$ cat src/rtl/ps2_send.sv
// Host-to-device PS/2 transmitter: inhibits the bus, issues request-to-send, then shifts one
// byte out on device clock falling edges and checks the device ACK. Pins are open-drain via *_oe.
module ps2_send #(
    parameter int FREQ          = 12500,
    parameter int INHIBIT       = FREQ / 10,
    parameter int START_TIMEOUT = FREQ * 15,
    parameter int BIT_TIMEOUT   = FREQ * 2,
    parameter int TIMER_W       = 18
) (
    input  logic       clk,
    input  logic       reset,
    input  logic       send,
    input  logic [7:0] din,
    input  logic       ps2_clk,
    input  logic       ps2_data,
    output logic       ps2_clk_oe,
    output logic       ps2_data_oe,
    output logic       busy,
    output logic       done,
    output logic       ack_err,
    output logic       error
);

    typedef enum logic [2:0] {
        ST_IDLE,
        ST_INHIBIT,
        ST_REQ,
        ST_XMIT,
        ST_ACK,
        ST_WAIT_IDLE
    } state_t;

    localparam logic [TIMER_W-1:0] INH_LAST   = TIMER_W'(INHIBIT - 1);
    localparam logic [TIMER_W-1:0] START_LAST = TIMER_W'(START_TIMEOUT - 1);
    localparam logic [TIMER_W-1:0] BIT_LAST   = TIMER_W'(BIT_TIMEOUT - 1);
    localparam logic [TIMER_W-1:0] TIMER_MAX  = '1;

    state_t             state;
    logic [4:0]         clk_r;
    logic [4:0]         data_r;
    logic [9:0]         frame;
    logic [3:0]         bitcnt;
    logic [TIMER_W-1:0] timer;

    logic               fall;
    logic               rise;
    logic               lines_idle;
    logic               first_seen;
    logic               timer_clr;
    logic [TIMER_W-1:0] limit;
    logic               timeout;

    function automatic logic [TIMER_W-1:0] sat_inc(input logic [TIMER_W-1:0] t);
        return (t == TIMER_MAX) ? t : t + 1'b1;
    endfunction

    assign fall       = (clk_r[4:1] == 4'b1100);
    assign rise       = (clk_r[4:1] == 4'b0011);
    assign lines_idle = (&clk_r[4:1]) & (&data_r[4:1]);

    // The rise caused by the host releasing the clock is not a device edge, so it must not
    // restart the start timeout.
    assign first_seen = (state != ST_XMIT) || (bitcnt != 4'd0);
    assign timer_clr  = fall || (rise && first_seen);
    assign limit      = (state == ST_XMIT && bitcnt == 4'd0) ? START_LAST : BIT_LAST;
    assign timeout    = (timer == limit) && !timer_clr;

    always_ff @(posedge clk or negedge reset) begin
        if (!reset) begin
            state       <= ST_IDLE;
            clk_r       <= 5'b11111;
            data_r      <= 5'b11111;
            frame       <= '0;
            bitcnt      <= '0;
            timer       <= '0;
            ps2_clk_oe  <= 1'b0;
            ps2_data_oe <= 1'b0;
            busy        <= 1'b0;
            done        <= 1'b0;
            ack_err     <= 1'b0;
            error       <= 1'b0;
        end else begin
            clk_r  <= {clk_r[3:0], ps2_clk};
            data_r <= {data_r[3:0], ps2_data};
            done   <= 1'b0;

            case (state)
                ST_IDLE: begin
                    ps2_clk_oe  <= 1'b0;
                    ps2_data_oe <= 1'b0;
                    // A send coinciding with the done pulse is dropped.
                    if (send && !done) begin
                        frame      <= {1'b1, ~^din, din};
                        ack_err    <= 1'b0;
                        error      <= 1'b0;
                        timer      <= '0;
                        bitcnt     <= '0;
                        busy       <= 1'b1;
                        ps2_clk_oe <= 1'b1;
                        state      <= ST_INHIBIT;
                    end
                end

                ST_INHIBIT: begin
                    if (timer == INH_LAST) begin
                        ps2_data_oe <= 1'b1;
                        state       <= ST_REQ;
                    end else begin
                        timer <= sat_inc(timer);
                    end
                end

                ST_REQ: begin
                    ps2_clk_oe <= 1'b0;
                    timer      <= '0;
                    state      <= ST_XMIT;
                end

                ST_XMIT, ST_ACK, ST_WAIT_IDLE: begin
                    if (timeout) begin
                        error       <= 1'b1;
                        ps2_clk_oe  <= 1'b0;
                        ps2_data_oe <= 1'b0;
                        done        <= 1'b1;
                        busy        <= 1'b0;
                        state       <= ST_IDLE;
                    end else begin
                        timer <= timer_clr ? '0 : sat_inc(timer);
                        if (state == ST_XMIT) begin
                            if (fall) begin
                                ps2_data_oe <= ~frame[0];
                                frame       <= {1'b0, frame[9:1]};
                                bitcnt      <= bitcnt + 4'd1;
                                if (bitcnt == 4'd9)
                                    state <= ST_ACK;
                            end
                        end else if (state == ST_ACK) begin
                            ps2_data_oe <= 1'b0;
                            if (fall) begin
                                ack_err <= data_r[4];
                                state   <= ST_WAIT_IDLE;
                            end
                        end else begin
                            if (lines_idle) begin
                                done  <= 1'b1;
                                busy  <= 1'b0;
                                state <= ST_IDLE;
                            end
                        end
                    end
                end

                default: state <= ST_IDLE;
            endcase
        end
    end

endmodule

$ cat config.mk
export PLATFORM = sky130hd
export DESIGN_NAME = ps2_send
export DESIGN_NICKNAME = d
export VERILOG_FILES = /design/src/rtl/ps2_send.sv
export SDC_FILE = /design/constraint.sdc
export NUM_CORES = 1
export LEC_CHECK = 0
export CAP_MARGIN = 20
export CORE_MARGIN = 4
export CORE_UTILIZATION = 59
export DETAILED_ROUTE_END_ITERATION = 8
export PLACE_DENSITY = 0.9
export REMOVE_ABC_BUFFERS = 1
export SLEW_MARGIN = 5
export SYNTH_ARGS = -nofsm -noshare
export SYNTH_HDL_FRONTEND = slang
export SYNTH_SLANG_ARGS = --single-unit
export TNS_END_PERCENT = 5
$ cat constraint.sdc
create_clock -name clk -period 2.95 [get_ports clk]
set_input_delay 0.59 -clock clk [delete_from_list [all_inputs] [get_ports clk]]
set_output_delay 0.59 -clock clk [all_outputs]
set_load 0.05 [all_outputs]
==> metrics, run 1 <==
RSZ-0062 raised after global routing false; Tmin final 2560 ps; largest family of logic cells by synthesized area simple AND/OR/NAND/NOR gates; Core Footprint 4820 µm²; Layout area overhead 12.7%; initial drt markers 235; Period Utilization, post-route 86.6%; Pwr Total 2.15 mW; WS Path Type in -> reg; max incr delay on CP 690 ps; peak supply drop 428 µV; CTS tree yes; GR Util All Layers 23.3%; crit path DAT 2780 ps; Die Ht 79.1 µm; Worst setup SP type input pin; row count 25; most common cell after layout, fill and taps aside dfrtp_1; yosys warns 0; Setup-failing EPs final 0; simple logic cell fraction of the synthesized area 26.1%; initial antenna violation count 0; Fin Setup TNS 0 ps; crit path capture type register; Syn Area/Cell 9.52 µm²; port bufs 18; skew final 16.3 ps; final wirelength 6540 µm; Yosys top cell by area dfrtp_1; Nets 352; first-pass GRT wire length 11500 µm; I/O pins 19; kind of cell adding the most delay to the critical path simple AND/OR/NAND/NOR gates; top_reg_cell synth dfrtp_1; CP Data Required Time 3180 ps; Netlist Area Pre-Place 2980 µm²; most frequent cells in the layout dfrtp_1, a21oi_1, nor2_1, nand2_1, clkdlybuf4s50_1; clk root buf clkbuf_8; fmax 391 MHz; HP Class in -> async; vias per cell 6.38; Place WS 70.6 ps; largest net degree at the start of global routing 49; clk_lat worst skew 320 ps; Remaining Overflow, GRT 0; DR pass1 iterations 5; cts bufs inserted 5; vias in the first global route 2454; Resize count post-CTS 0; Post-CTS Hold Buffers 0; HPWL Detailed 4720 µm; Pleak 1.27 nW; register area share after synthesis 43.2%; Synth Instances 313; Worst setup startpoint send; CP max FO 29; slew margin rel. 52.4%; Routability Congestion 0.938; synth unique cells 63; max-cap viol count 0; Clk pin slew, worst setup/hold paths 100 ps; Die Width 79.1 µm; post-synth top area share 34.4%; Longest Clk Path Bufs 2; DR DRC count 0; Post-CTS Setup Repair Bufs 0; XOR/XNOR share of the synthesized area 2.64%; Synth Area in Compound Gates 17.8%; layout cells sized above 1 12.8%; fin. max-slew vios 0; Ant. Diodes 0; Routed Antenna Nets 0; R2R Setup Slk 400 ps; multiplexer share of the synthesized area 3.86%; adder and majority gate portion of the synthesized area 2.10%; Yosys reg bits 51; CP max-delay cell or4_4; synth top area cells dfrtp_1, dfstp_2, a21oi_1; pwr dens 639 nW/µm²; Post-synth EDFFs 0; # clock sinks 51; asr flop ratio synth 100%; final hold viol count 0; die area 6250 µm²; final worst slack 394 ps; crit-path cells clkdlybuf4s50_1, nand2b_1, nand2_1, nor2_1, or4_4, or4_1, a21oi_1; Initial Util 61.9%; vias 2565; Buf/Inv on CP 1; status finished, final reports clean; htree depth 2; worst-margin pin slew 704 ps; worst r2r src clk_r[2]; DR WL/cell 16.3 µm
==> power breakdown <==
group          switching, mW  internal [mW]  total (mW)  leakage [nW]
Clock                  0.237          0.271       0.508        0.0618
Combinational          0.322          0.268       0.589         0.595
Sequential             0.181          0.867        1.05         0.614
Total                  0.740           1.41        2.15          1.27
==> stage by stage <==
step	std cells	hold slack (ps)	util, %	area, µm²
detailed placement	393	348	66.8	3220
global placement	393	347	66.8	3220
floorplan	299	294	-	2890
global route	402	249	69.7	3360
CTS	401	362	69.3	3340
finish	402	223	69.7	3360
==> sequential cells by signal (all words and copies together) (netlist names), 3 cells and up <==
name	flops
timer	18
frame	10
clk_r	5
data_r	5
bitcnt	4
state	3
==> layout make-up <==
type                       instances  area, µm²
fill                             358       1460
multi-input combinational        239       1570
inverter                           9       33.8
tap                               67       83.8
timing repair buffer              28        263
clock buffer                       8        123
sequential                        51       1290
==> cells by family (layout without fill, tap and decap cells) <==
family,Yosys count,after routing
flops,51,51
mux,11,11
compound gates,81,81
simple gates,133,133
fa+ha+maj,5,5
buf+inv,23,45
xor+xnor,9,9
==> routing by layer <==
layer / GRT usage [%] / wire, µm
met3: 4.99 / 319
met2: 37.3 / 3150
met4: 9.79 / 160
met5: 0 / 0
met1: 30.8 / 2900
==> worst paths after layout <==
| check | end | cells past startpoint |
|---|---|---|
| setup / recovery | timer[8] | 7 |
| hold / removal | busy | 1 |
| max in group asynchronous | clk_r[4] | 3 |
| setup reg to reg | timer[8] | 7 |
| hold reg to reg | clk_r[1] | 0 |
| min in group clk | clk_r[1] | 0 |
==> cell usage after synthesis (5+ instances only) <==
library cell   n
nor2_1        28
nor3_1         8
ha_1           5
or4_1         13
nand4_1        6
dfstp_2       10
o31ai_1       13
nand3_1       12
xnor2_1        6
or3_1          7
mux2i_1        9
a21oi_1       30
inv_1          9
dfrtp_1       41
clkbuf_1       9
nand2_1       27
(Power assumes the default switching activity.)
==> run 2, diff against run 1 <==
--- a/config.mk
+++ b/config.mk
@@ -7,11 +7,10 @@
 export LEC_CHECK = 0
 export CAP_MARGIN = 20
 export CORE_MARGIN = 4
-export CORE_UTILIZATION = 59
+export CORE_UTILIZATION = 46
 export DETAILED_ROUTE_END_ITERATION = 8
-export PLACE_DENSITY = 0.9
+export PLACE_DENSITY = 0.75
 export REMOVE_ABC_BUFFERS = 1
-export SLEW_MARGIN = 5
 export SYNTH_ARGS = -nofsm -noshare
 export SYNTH_HDL_FRONTEND = slang
 export SYNTH_SLANG_ARGS = --single-unit
==> metrics, run 2 (synthesis gave the netlist of run 1 again) <==
row count 29 (+16%); crit path DAT 2820 ps (+40 ps); logic gate share of total power 28.0% (+0.5 points); max reg flops 18 (unchanged); status finished, final reports clean; initial drt markers 171 (-27%); Initial Util 47.2% (-15 points); Worst setup startpoint state[2]; CP max-delay cell mux2i_2; CP max FO 19 (-34%); initial antenna violation count 0 (unchanged); Resize count post-CTS 0 (unchanged); clk root buf clkbuf_8; worst r2r dst timer[8]; most frequent cells in the layout dfrtp_1, a21oi_1, nor2_1, nand2_1, clkdlybuf4s50_1; placed cell areas 3220 µm² (+0.16%); DR DRC count 0 (unchanged); crit path capture type register; Hold WS 361 ps (+138 ps); port bufs 18 (unchanged); Pwr Total 2.04 mW (-4.7%); Clk pin slew, worst setup/hold paths 100 ps (about the same); max-cap viol count 0 (unchanged); Filler Cell Count 598 (+67%); Post-CTS Hold Buffers 0 (unchanged); clk_lat worst skew 310 ps (about the same); Longest Clk Path Bufs 2 (unchanged); fmax 387 MHz (-1.1%); Die Width 88.5 µm (+12%); worst-margin pin slew 616 ps (-88.7 ps); most common cell after layout, fill and taps aside dfrtp_1; vias 2486 (-3.1%); Period Utilization, post-route 87.6% (+0.95 points); Core Footprint 6310 µm² (+31%); first-pass GRT wire length 11200 µm (-2.2%); worst r2r src state[2]; Fin Setup TNS 0 ps (unchanged); cts bufs inserted 5 (unchanged); peak supply drop 307 µV (-28%); final core utilization 52.4% (-17 points); Ant. Diodes 0 (unchanged); max incr delay on CP 580 ps (-110 ps); fin. max-slew vios 0 (unchanged); final wirelength 6500 µm (-0.57%); P_sw 0.742 mW (+0.25%); I/O pins 19 (unchanged); skew final 9.03 ps (-7.28 ps); Routed Antenna Nets 0 (unchanged); WS Path Type reg -> reg; Die Ht 88.5 µm (+12%); Seq pwr share 51.7% (+2.8 points); largest net degree at the start of global routing 52 (+6.1%); Routability Congestion 0.897 (-4.4%); CTS tree yes; Worst setup SP type register; # clock sinks 51 (unchanged); RSZ-0062 raised after global routing false; Pleak 1.24 nW (-2.8%); Tmin final 2580 ps (+28.2 ps); DR WL/cell 15.8 µm (-2.5%); final hold viol count 0 (unchanged); GR Util All Layers 18.0% (-5.3 points); Layout area overhead 11.0%; Post-CTS Setup Repair Bufs 0 (unchanged); Setup-failing EPs final 0 (unchanged); Top Registers timer: 18 flops, frame: 10 flops; pwr dens 618 nW/µm² (-3.3%); crit-path cells and3b_1, nand3_1, mux2i_2, nor3b_2, buf_4, or4_1, a21oi_1; FF-to-FF path depth 7 (unchanged); Clock power frac 20.3% (-3.4 points); slew margin rel. 58.1% (+5.8 points); worst setup path end timer[8]; HP Class reg -> reg; Top reg by flops timer; Int Power 1.30 mW (-7.3%); Remaining Overflow, GRT 0 (unchanged); vias in the first global route 2339 (-4.7%); R2R Setup Slk 370 ps (-30 ps); htree depth 2 (unchanged); die area 7830 µm² (+25%); Nets 350 (-0.57%); layout cells sized above 1 12.3% (-0.52 points); CP Data Required Time 3190 ps (about the same); switch share 36.3% (+1.8 points); DR pass1 iterations 5 (unchanged); HPWL Detailed 4660 µm (-1.3%); final instance area 3310 µm² (-1.5%); vias per cell 6.06 (-5.0%)
==> run 2: area by class of cell <==
type | instances | area [µm²] | share of cell area, %
Multi-Input combinational cell | 239 | 1570 | 47.3
Sequential cell | 51 | 1290 | 38.9
Timing Repair Buffer | 26 | 235 | 7.11
Tap cell | 77 | 96.3 | 2.91
Clock buffer | 6 | 72.6 | 2.19
Inverter | 9 | 33.8 | 1.02
Clock inverter | 2 | 16.3 | 0.491
==> run 2: worst min-delay path by stage <==
stage	startpoint	to	cells past startpoint	slack, ps
finish	data_r[0]	data_r[1]	0	360
global route	data_r[0]	data_r[1]	0	360
CTS	data_r[0]	data_r[1]	0	360
detailed placement	data_r[0]	data_r[1]	0	350
global placement	data_r[0]	data_r[1]	0	350
floorplan	reset	ack_err	0	290
==> run 2: metal layers <==
layer	up-vias	wire, µm	GRT usage (%)
met2	71	2950	28.6
met4	0	95	5.22
met5	-	0	0
met3	7	321	3.17
li1	1216	-	-
met1	1192	3130	25.4
==> run 2: worst max-delay path, delay by kind of cell, from the launching register on <==
family | cells | cell delay, ps
buffers and inverters | 1 | 210
AOI/OAI and AO/OA | 1 | 150
DFF | 1 | 570
muxes | 1 | 580
and+or+nand+nor | 4 | 990
==> run 2: power groups by stage <==
| stage | logic, mW | clock network (mW) | registers, mW |
|---|---|---|---|
| after detailed placement | 0.575 | 0 | 1.07 |
| after floorplan | 0.408 | 0 | 1.03 |
| after global routing | 0.651 | 0.453 | 1.09 |
| after CTS | 0.576 | 0.428 | 1.05 |
| final | 0.573 | 0.414 | 1.06 |
| after global placement | 0.553 | 0 | 1.05 |
==> run 2: stage by stage <==
stage | cells | setup WS, ps
after floorplan | 299 | 571
after global placement | 402 | 157
after detailed placement | 402 | 114
after CTS | 410 | 386
after global routing | 410 | 138
final | 410 | 366
